**config.mk**
```make
export PLATFORM = sky130hd
export DESIGN_NAME = ram_panel_ctrl
export DESIGN_NICKNAME = d
export VERILOG_FILES = /design/src/rtl/ram_panel_pkg.sv /design/src/rtl/btn_debounce.sv /design/src/rtl/ram_panel_ctrl.sv
export SDC_FILE = /design/constraint.sdc
export NUM_CORES = 1
export LEC_CHECK = 0
export BUFFER_PORTS_ARGS = -buffer_cell sky130_fd_sc_hd__buf_2
export CAP_MARGIN = 20
export CORE_ASPECT_RATIO = 0.9
export CORE_MARGIN = 2
export CORE_UTILIZATION = 30
export CTS_BUF_LIST = sky130_fd_sc_hd__clkbuf_4 sky130_fd_sc_hd__clkbuf_8
export CTS_CLUSTER_SIZE = 16
export DETAILED_ROUTE_END_ITERATION = 10
export PLACE_DENSITY = 0.51
export SYNTH_ARGS = -nofsm -noshare
export SYNTH_HDL_FRONTEND = slang
export SYNTH_SLANG_ARGS = --single-unit
```
**constraint.sdc**
```tcl
create_clock -name clock -period 2.66 [get_ports clock]
set_input_delay 0.266 -clock clock [delete_from_list [all_inputs] [get_ports clock]]
set_output_delay 0.266 -clock clock [all_outputs]
set_load 0.01 [all_outputs]
```
**src/rtl/ram_panel_pkg.sv**
```systemverilog
// Shared definitions for the RAM panel controller: switch mode encodings
// and the controller state type.
package ram_panel_pkg;

  localparam logic [1:0] MODE_MANUAL = 2'b00;
  localparam logic [1:0] MODE_SCAN   = 2'b01;
  localparam logic [1:0] MODE_CLEAR  = 2'b10;

  typedef enum logic [2:0] {
    ST_IDLE,
    ST_ACCESS,
    ST_READ,
    ST_SCAN,
    ST_CLEAR
  } state_e;

endpackage

```
**src/rtl/btn_debounce.sv**
```systemverilog
// Push-button conditioner: 2-FF synchroniser, stability counter and
// rising-edge detector on the debounced level.
module btn_debounce #(
  parameter int DEB_CYCLES = 16
) (
  input  logic clock,
  input  logic reset,
  input  logic raw,
  output logic level,
  output logic rise
);

  localparam int CNT_W = (DEB_CYCLES > 1) ? $clog2(DEB_CYCLES) : 1;
  localparam logic [CNT_W-1:0] CNT_MAX = CNT_W'(DEB_CYCLES - 1);

  logic             sync1_q, sync2_q;
  logic             level_q, level_d;
  logic             prev_q;
  logic [CNT_W-1:0] cnt_q, cnt_d;

  // Bring the asynchronous button into the clock domain.
  // NOTE: sequential state uses non-blocking assignments so every flop
  // samples the pre-edge value of its neighbours, whatever the block order.
  always_ff @(posedge clock or posedge reset) begin
    if (reset) begin
      sync1_q <= 1'b0;
      sync2_q <= 1'b0;
    end else begin
      sync1_q <= raw;
      sync2_q <= sync1_q;
    end
  end

  // Count consecutive cycles the synchronised input disagrees with the level.
  // NOTE: every output of a combinational block gets a default first, so no
  // path leaves it unassigned and no latch is inferred.
  always_comb begin
    level_d = level_q;
    cnt_d   = '0;
    if (sync2_q != level_q) begin
      if (cnt_q == CNT_MAX) begin
        level_d = ~level_q;
      end else begin
        cnt_d = cnt_q + 1'b1;
      end
    end
  end

  // Debounced level, its counter and the delayed copy for edge detection.
  always_ff @(posedge clock or posedge reset) begin
    if (reset) begin
      level_q <= 1'b0;
      cnt_q   <= '0;
      prev_q  <= 1'b0;
    end else begin
      level_q <= level_d;
      cnt_q   <= cnt_d;
      prev_q  <= level_q;
    end
  end

  assign level = level_q;
  assign rise  = level_q & ~prev_q;

endmodule

```
**src/rtl/ram_panel_ctrl.sv**
```systemverilog
// Switch-and-button front end for an on-chip RAM: manual read/write,
// auto-scan display and clear-all sweep, all driven from one debounced key.
module ram_panel_ctrl
  import ram_panel_pkg::*;
#(
  parameter int DATA_W     = 8,
  parameter int ADDR_W     = 4,
  parameter int DEB_CYCLES = 16,
  parameter int SCAN_DIV   = 8
) (
  input  logic              clock,
  input  logic              reset,
  input  logic              btn_raw,
  input  logic [1:0]        sw_mode,
  input  logic              sw_wren,
  input  logic [ADDR_W-1:0] sw_addr,
  input  logic [DATA_W-1:0] sw_data,
  output logic [DATA_W-1:0] dout,
  output logic [ADDR_W-1:0] cur_addr,
  output logic              busy,
  output logic              scanning,
  output logic              done
);

  localparam int DEPTH = 2 ** ADDR_W;
  localparam int DIV_W = (SCAN_DIV > 1) ? $clog2(SCAN_DIV) : 1;
  localparam logic [DIV_W-1:0]  DIV_MAX  = DIV_W'(SCAN_DIV - 1);
  localparam logic [ADDR_W-1:0] ADDR_MAX = ADDR_W'(DEPTH - 1);

  state_e            state_q, state_d;
  logic [ADDR_W-1:0] cur_addr_q, cur_addr_d;
  logic              wren_q, wren_d;
  logic [DATA_W-1:0] wdata_q, wdata_d;
  logic [ADDR_W-1:0] wr_ptr_q, wr_ptr_d;
  logic [DIV_W-1:0]  div_q, div_d;
  logic              rd_pend_q, rd_pend_d;
  logic              done_q, done_d;
  logic [DATA_W-1:0] dout_q;

  logic              mem_we;
  logic [ADDR_W-1:0] mem_waddr;
  logic [DATA_W-1:0] mem_wdata;
  logic              rd_en;
  logic              dout_clr;

  logic              btn_level, btn_rise, step;
  logic [DATA_W-1:0] mem_q [DEPTH];

  btn_debounce #(
    .DEB_CYCLES(DEB_CYCLES)
  ) u_debounce (
    .clock(clock),
    .reset(reset),
    .raw  (btn_raw),
    .level(btn_level),
    .rise (btn_rise)
  );

  // A step is a fresh press while the debounced key is held down.
  assign step = btn_rise & btn_level;

  // Next-state logic, RAM port control and output-register updates.
  always_comb begin
    state_d    = state_q;
    cur_addr_d = cur_addr_q;
    wren_d     = wren_q;
    wdata_d    = wdata_q;
    wr_ptr_d   = wr_ptr_q;
    div_d      = div_q;
    rd_pend_d  = 1'b0;
    done_d     = 1'b0;
    dout_clr   = 1'b0;
    mem_we     = 1'b0;
    mem_waddr  = cur_addr_q;
    mem_wdata  = wdata_q;

    case (state_q)
      ST_IDLE: begin
        if (step) begin
          case (sw_mode)
            MODE_SCAN: begin
              div_d   = '0;
              state_d = ST_SCAN;
            end
            MODE_CLEAR: begin
              wr_ptr_d = '0;
              state_d  = ST_CLEAR;
            end
            default: begin
              cur_addr_d = sw_addr;
              wren_d     = sw_wren;
              wdata_d    = sw_data;
              state_d    = ST_ACCESS;
            end
          endcase
        end
      end
      ST_ACCESS: begin
        mem_we  = wren_q;
        state_d = ST_READ;
      end
      ST_READ: begin
        state_d = ST_IDLE;
      end
      ST_SCAN: begin
        if (step || (sw_mode != MODE_SCAN)) begin
          state_d = ST_IDLE;
        end else if (div_q == DIV_MAX) begin
          div_d      = '0;
          cur_addr_d = cur_addr_q + 1'b1;
          rd_pend_d  = 1'b1;
        end else begin
          div_d = div_q + 1'b1;
        end
      end
      ST_CLEAR: begin
        mem_we    = 1'b1;
        mem_waddr = wr_ptr_q;
        mem_wdata = '0;
        if (wr_ptr_q == ADDR_MAX) begin
          cur_addr_d = '0;
          dout_clr   = 1'b1;
          done_d     = 1'b1;
          state_d    = ST_IDLE;
        end else begin
          wr_ptr_d = wr_ptr_q + 1'b1;
        end
      end
      default: state_d = ST_IDLE;
    endcase
  end

  // Reads always target the displayed address: once in READ, and one cycle
  // after every scan step.
  assign rd_en = (state_q == ST_READ) || rd_pend_q;

  // Controller state and latched manual switch values.
  always_ff @(posedge clock or posedge reset) begin
    if (reset) begin
      state_q    <= ST_IDLE;
      cur_addr_q <= '0;
      wren_q     <= 1'b0;
      wdata_q    <= '0;
      wr_ptr_q   <= '0;
      div_q      <= '0;
      rd_pend_q  <= 1'b0;
      done_q     <= 1'b0;
    end else begin
      state_q    <= state_d;
      cur_addr_q <= cur_addr_d;
      wren_q     <= wren_d;
      wdata_q    <= wdata_d;
      wr_ptr_q   <= wr_ptr_d;
      div_q      <= div_d;
      rd_pend_q  <= rd_pend_d;
      done_q     <= done_d;
    end
  end

  // RAM write port.
  // NOTE: the array has no reset so it maps onto plain RAM; its contents
  // survive reset, which is why a reset mid-sweep leaves it partly zeroed.
  always_ff @(posedge clock) begin
    if (mem_we) begin
      mem_q[mem_waddr] <= mem_wdata;
    end
  end

  // Registered read data; the end of a clear sweep blanks the display.
  always_ff @(posedge clock or posedge reset) begin
    if (reset) begin
      dout_q <= '0;
    end else if (dout_clr) begin
      dout_q <= '0;
    end else if (rd_en) begin
      dout_q <= mem_q[cur_addr_q];
    end
  end

  assign dout     = dout_q;
  assign cur_addr = cur_addr_q;
  assign busy     = (state_q == ST_ACCESS) || (state_q == ST_READ) || (state_q == ST_CLEAR);
  assign scanning = (state_q == ST_SCAN);
  assign done     = done_q;

endmodule

```
==> flow_metrics.env, run 1 <==
export IMPL_fin_crit_sh_pct=87.7
export IMPL_status="completed"
export IMPL_netlist_area_um2=7070
export IMPL_hp_class="input port to flop"
export IMPL_setup_tns_ps=0
export IMPL_ys_types=52
export IMPL_slowest_delay_ps=670
export IMPL_synth_top_cell_by_area="edfxtp_1"
export IMPL_drive_gt1_share_pct=31.4
export IMPL_grt_pass1_vias=3988
export IMPL_rsz0062_at_grt="no"
export IMPL_placementRows=53
export IMPL_required_ps=2730
export IMPL_dr_pass1_iters=4
export IMPL_worstPathArrival_ps=2400
export IMPL_diodes=0
export IMPL_cts_root_buffer="clkbuf_8"
export IMPL_seq_area_frac_synth_pct=68.9
export IMPL_synthMuxAreaShare_pct=15.2
export IMPL_avgSynthCellArea_um2=17.4
export IMPL_critPathSlowestCell="nor2_1"
export IMPL_vias_per_cell=4.76
export IMPL_synth_xor_area_share_pct=0.372
export IMPL_start_util_pct=30.4
export IMPL_pin_count=33
export IMPL_post_place_ws_ps=339
export IMPL_fin_crit_ps=2330
export IMPL_area_growth_pct=15.8
export IMPL_yosys_area_share_adder_pct=1.42
export IMPL_clock_sinks=169
export IMPL_startpoint_type="flop"
export IMPL_drt_iter0_drc=259
export IMPL_drt_total_wl_mm=14.9
export IMPL_synth_simple_gate_area_share_pct=7.46
export IMPL_ctsResizeCount=0
export IMPL_path_cells="or3b_1, mux2i_1, nand2_1, nor2_1"
export IMPL_syn_inst=407
export IMPL_die_y_um=150
export IMPL_finalClockSkew_ps=11.1
export IMPL_fillers=2152
export IMPL_cts_tree="built"
export IMPL_cts_max_level=4
export IMPL_grt_max_degree=31
export IMPL_finalMaxSlewViolations=0
export IMPL_gp_congestion=0.736
export IMPL_worstSetupEndpointType="flop"
export IMPL_p_leak_uw=0.00259
export IMPL_antenna_found_initial=0
export IMPL_grt_remaining_overflow=0
export IMPL_setup_ws_ps=327
export IMPL_dp_hpwl_mm=10.2
export IMPL_synth_area_leaders="edfxtp_1, dfrtp_1, mux4_2"
export IMPL_fmax_mhz=429
export IMPL_synth_top_area_share_pct=54.4
export IMPL_power_density_nw_per_um2=656
export IMPL_synthesis_nets=433
export IMPL_postCtsSetupBuffers=0
export IMPL_tightest_slew_ps=832
export IMPL_async_flop_share_pct=24.3
export IMPL_dr_total_vias=3725
export IMPL_routedWlPerCell_um=19.0
export IMPL_cts_inserted_buffers=17
export IMPL_clock_path_buffers=2
export IMPL_slew_limit_headroom_pct=44.4
export IMPL_synth_compound_area_share_pct=4.30
export IMPL_die_area_um2=24800
export IMPL_yosysWarningCount=0
export IMPL_cp_max_fo=8
export IMPL_synth_edf_count=128
export IMPL_grt_pass1_wl_mm=23.7
export IMPL_clock_latency_ps=450
export IMPL_core_area_um2=23300
export IMPL_drv_cap=0
export IMPL_die_x_um=166
export IMPL_fin_nets=494
export IMPL_synth_seq_cells=169
export IMPL_crit_type="flop to flop"
export IMPL_synth_top_family_by_area="multiplexers"
export IMPL_ant_nets=0
export IMPL_synth_ff_type="edfxtp_1"
export IMPL_vdd_ir_drop_worst_mv=0.279
export IMPL_hold_violations=0
export IMPL_grtUsageTotal_pct=12.7
export IMPL_portBuffers=32
export IMPL_drc=0
export IMPL_clk_pin_slew_worst_paths_ps=90
export IMPL_setup_violations_final=0
[cells by family after synthesis]
family | Yosys count
DFF | 169
and+or+nand+nor | 96
muxes | 65
AOI/OAI and AO/OA | 39
buffers and inverters | 27
adders and majority gates | 8
xor gates and xnor gates | 3
[cell usage after synthesis (3+ instances only)]
library cell / instances
nor3_2: 3
mux2_2: 19
edfxtp_1: 128
nand2_1: 11
mux4_2: 32
inv_1: 10
buf_2: 8
and2_1: 11
nor2_1: 34
nor3_1: 11
nand3_1: 7
a221o_1: 8
buf_6: 4
ha_1: 8
dfrtp_1: 41
xnor2_1: 3
o21ai_0: 5
a31oi_1: 3
a21oi_1: 9
mux2i_1: 12
[power by group]
part	leakage (µW)	switching, µW	total [µW]	internal [µW]
clock	0.000239	906	2100	1190
combinational	0.000949	206	376	170
sequential	0.00141	43.8	2890	2850
total	0.00259	1160	5370	4210
[cell usage in the layout, fill, tap and decap left out, types with 3 or more instances in the layout]
cell	instances
mux2i_1	12
nor3_1	11
o21ai_0	5
a31oi_1	3
mux4_2	32
buf_4	22
xnor2_1	3
ha_1	8
nand2_1	11
clkinv_4	3
nor2_1	34
buf_2	32
mux2_2	19
edfxtp_1	128
nor3_2	3
clkbuf_8	19
inv_1	9
dfrtp_1	40
and2_1	11
a21oi_1	9
bufinv_16	5
nand3_1	7
a221o_1	8
[path summary, 6_finish.rpt]
check | start | to | slack (ps) | depth (start not counted)
worst max-delay path | state_q[0]$_DFFE_PP0P_ | mem_q[5][2]$_DFFE_PP_ | 330 | 4
worst min-delay path | sw_data[3] | wdata_q[3]$_DFFE_PP0P_ | 50 | 2
worst max register to register | state_q[0]$_DFFE_PP0P_ | mem_q[5][2]$_DFFE_PP_ | 330 | 4
worst min register to register | u_debounce.sync1_q$_DFF_PP0_ | u_debounce.sync2_q$_DFF_PP0_ | 360 | 0
max in group asynchronous | reset | cur_addr[0]$_DFFE_PP0P_ | 1710 | 5
min in group asynchronous | reset | wdata_q[5]$_DFFE_PP0P_ | 250 | 3
[stage by stage]
stage	util, %	area [µm²]	cells	total power [µW]	hold slack, ps
2_1_floorplan	-	7070	407	3210	297
3_3_place_gp	33.0	7670	748	3320	333
3_5_place_dp	33.0	7670	748	3330	347
4_1_cts	35.1	8160	782	5430	11.9
5_1_grt	35.1	8180	783	5560	22.6
6_report	35.1	8180	783	5370	45.2
[metal layers]
layer  GRT usage (%)  routed length (µm)  part of all wire [%]  vias to the layer above
met3            2.75                 637                   4.3                       14
li1                -                   -                     -                     1722
met1            17.5                7170                    48                     1916
met5               0                   0                     0                        -
met4            3.78                 185                   1.2                        0
met2            20.3                6910                    46                       73
[worst max-delay path, delay by kind of cell (launching register included)]
| kind | cells | cell delay [ps] |
|---|---|---|
| DFF | 1 | 400 |
| muxes | 1 | 240 |
| and+or+nand+nor | 3 | 1320 |
[what timing repair did]
item | in CTS | in global routing
endpoints found under the hold margin | 29 | 0
setup endpoints to repair | 0 | 0
hold buffers | 2 | 0
[state kept, by name, summed over array words and instances, names as in the netlist]
name,flops
div_q,3
wr_ptr_q,4
dout,8
done,1
state_q,3
u_debounce.level,1
wdata_q,8
cur_addr,4
wren_q,1
u_debounce.prev_q,1
mem_q,128
u_debounce.sync1_q,1
rd_pend_q,1
u_debounce.cnt_q,4
u_debounce.sync2_q,1
[layout make-up]
type,count,area [µm²],share of cell area [%]
Sequential cell,169,4870,59.5
Multi-Input combinational cell,211,2030,24.9
Timing Repair Buffer,58,385,4.71
Tap cell,302,378,4.62
Clock buffer,21,277,3.38
Clock inverter,11,194,2.37
Inverter,11,41.3,0.505
Power figures use the tool's default switching activity.
==> inputs of run 2 (changes only) <==
- CTS_BUF_LIST: sky130_fd_sc_hd__clkbuf_4 sky130_fd_sc_hd__clkbuf_8 -> sky130_fd_sc_hd__clkbuf_8
- clock period: 2.66 -> 2.22 ns (I/O delays scaled with it)
==> run 2 against run 1 <==
  * Sequential share of layout area fell by 1.8 points
  * Fmax up 8.4%
  * Sequential cell count is the same
  * Power rose by 19%
  * Global-route usage is 0.14 points lower
  * Final cell count is 4.1% higher
  * First-iteration DRC count is 23% higher
  * Cell area grew 3.2%
  * Clock-buffer cell count shrank 1
  * Clock skew grew 7.7 ps
  * Non-clock buffer count grew 32
  * Critical path type unchanged
  * Largest cell class unchanged
  * Largest power group unchanged
==> flow_metrics.env, run 2 (synthesized netlist as in run 1, its figures left out) <==
export IMPL_ff2ff_setup_slack_ps=70
export IMPL_drive_gt1_share_pct=34.1
export IMPL_routedWlPerCell_um=18.1
export IMPL_swShare_pct=21.9
export IMPL_hold_violations=0
export IMPL_pin_count=33
export IMPL_cts_root_buffer="clkbuf_8"
export IMPL_dr_total_vias=3896
export IMPL_fmax_mhz=465
export IMPL_intPower_uw=4970
export IMPL_cts_inserted_buffers=17
export IMPL_final_area_um2=8440
export IMPL_holdCritStartpoint="sw_addr[3]"
export IMPL_area_growth_pct=19.5
export IMPL_drc=0
export IMPL_drv_cap=0
export IMPL_ant_nets=0
export IMPL_grtUsageTotal_pct=12.6
export IMPL_hold_depth=3
export IMPL_slew_limit_headroom_pct=47.6
export IMPL_drt_total_wl_mm=14.8
export IMPL_placementRows=53
export IMPL_die_y_um=150
export IMPL_reg2reg_from="state_q[0]$_DFFE_PP0P_"
export IMPL_p_clk_share_pct=37.8
export IMPL_startpoint_type="flop"
export IMPL_antenna_found_initial=0
export IMPL_final_common_cell="edfxtp_1"
export IMPL_die_x_um=166
export IMPL_crit_top_cell="buf_4"
export IMPL_grt_remaining_overflow=0
export IMPL_power_density_nw_per_um2=754
export IMPL_die_area_um2=24800
export IMPL_final_core_util_pct=36.3
export IMPL_drt_iter0_drc=318
export IMPL_vias_per_cell=4.78
export IMPL_grt_pass1_vias=4083
export IMPL_dp_hpwl_mm=10.3
export IMPL_rsz0062_at_grt="no"
export IMPL_slowest_delay_ps=490
export IMPL_min_to="cur_addr[3]$_DFFE_PP0P_"
export IMPL_status="completed"
export IMPL_layout_common_cells="edfxtp_1, buf_4, dfrtp_1"
export IMPL_clock_path_buffers=2
export IMPL_rr_endpoint="mem_q[10][2]$_DFFE_PP_"
export IMPL_top_register="mem_q"
export IMPL_finalMaxSlewViolations=0
export IMPL_p_sw_uw=1400
export IMPL_path_cells="or3b_1, buf_4, a31oi_1, buf_4, nor2_1, buf_4"
export IMPL_setup_violations_final=0
export IMPL_portBuffers=32
export IMPL_clock_sinks=169
export IMPL_fin_nets=526
export IMPL_clock_latency_ps=460
export IMPL_largest_reg_flops=128
export IMPL_cts_tree="built"
export IMPL_critPathSlowestCell="or3b_1"
export IMPL_postCtsSetupBuffers=0
export IMPL_diodes=0
export IMPL_fin_crit_ps=2150
export IMPL_cp_buffers_inverters=3
export IMPL_required_ps=2420
export IMPL_p_leak_uw=0.00274
export IMPL_clk_pin_slew_worst_paths_ps=80
export IMPL_tightest_slew_ps=782
export IMPL_start_util_pct=30.4
export IMPL_grt_pass1_wl_mm=23.5
export IMPL_setup_tns_ps=0
export IMPL_setup_ws_ps=68.7
export IMPL_dr_pass1_iters=5
export IMPL_grt_max_degree=26
export IMPL_cp_depth=6
export IMPL_gp_congestion=0.788
export IMPL_p_seq_share_pct=54.5
export IMPL_crit_type="flop to flop"
export IMPL_reg2reg_depth=6
export IMPL_worstPathArrival_ps=2360
export IMPL_cp_max_fo=8
export IMPL_cp_top_family="buffers and inverters"
export IMPL_vdd_ir_drop_worst_mv=0.288
export IMPL_post_place_ws_ps=-67.0
export IMPL_combPwrFrac_pct=7.8
export IMPL_cts_max_level=4
export IMPL_core_area_um2=23300
export IMPL_worstSetupEndpointType="flop"
export IMPL_hp_class="input port to flop"
export IMPL_finalClockSkew_ps=18.8
export IMPL_placedInstanceArea_um2=7860
export IMPL_fin_crit_sh_pct=96.9
-- run 2: per-layer routing --
layer | vias up | part of all wire [%] | GRT usage, %
met5 | - | 0 | 0
met4 | 0 | 1.2 | 3.48
met3 | 16 | 3.8 | 2.83
met2 | 89 | 46 | 20.0
met1 | 2012 | 49 | 17.5
li1 | 1779 | - | -
-- run 2: through the flow --
step	total power [µW]	hold slack, ps	instances
floorplan	3850	253	407
global placement	4010	331	771
detailed placement	4020	333	771
CTS	6430	40.6	814
global route	6610	61.5	815
finish	6360	76.7	815
-- run 2: worst max path at each step --
stage	to	slack, ps	start
2_1_floorplan	mem_q[10][0]$_DFFE_PP_	150	state_q[0]$_DFFE_PP0P_
3_3_place_gp	mem_q[2][1]$_DFFE_PP_	90	state_q[0]$_DFFE_PP0P_
3_5_place_dp	mem_q[2][2]$_DFFE_PP_	-70	state_q[0]$_DFFE_PP0P_
4_1_cts	mem_q[10][3]$_DFFE_PP_	80	state_q[0]$_DFFE_PP0P_
5_1_grt	cur_addr[1]$_DFFE_PP0P_	20	wr_ptr_q[0]$_DFFE_PP0P_
6_report	mem_q[10][2]$_DFFE_PP_	70	state_q[0]$_DFFE_PP0P_
-- run 2: worst reg2reg max path, cell delays in order (launching register included) --
cell	delay (ps)
dfrtp_1	400
or3b_1	490
buf_4	200
a31oi_1	400
buf_4	190
nor2_1	40
buf_4	170
-- run 2: cell type report --
| type | instances | area [µm²] |
|---|---|---|
| clock buffers | 20 | 275 |
| clock inverters | 12 | 175 |
| fillers | 2171 | 14800 |
| inverters | 11 | 41.3 |
| multi-input cells | 211 | 2040 |
| flip-flops and latches | 169 | 4870 |
| well taps | 302 | 378 |
| repair buffers | 90 | 661 |
-- run 2: power by group through the flow --
stage	registers [µW]	clock network, µW	logic [µW]
floorplan	3530	0	316
global placement	3530	0	479
detailed placement	3540	0	487
CTS	3470	2460	503
global route	3470	2590	542
finish	3470	2400	496
-- run 2: timing repair --
item	in CTS	in global routing
gates resized for setup	2	0
hold endpoints to repair	33	0
endpoints found under the setup margin	8	0
hold buffers	11	0
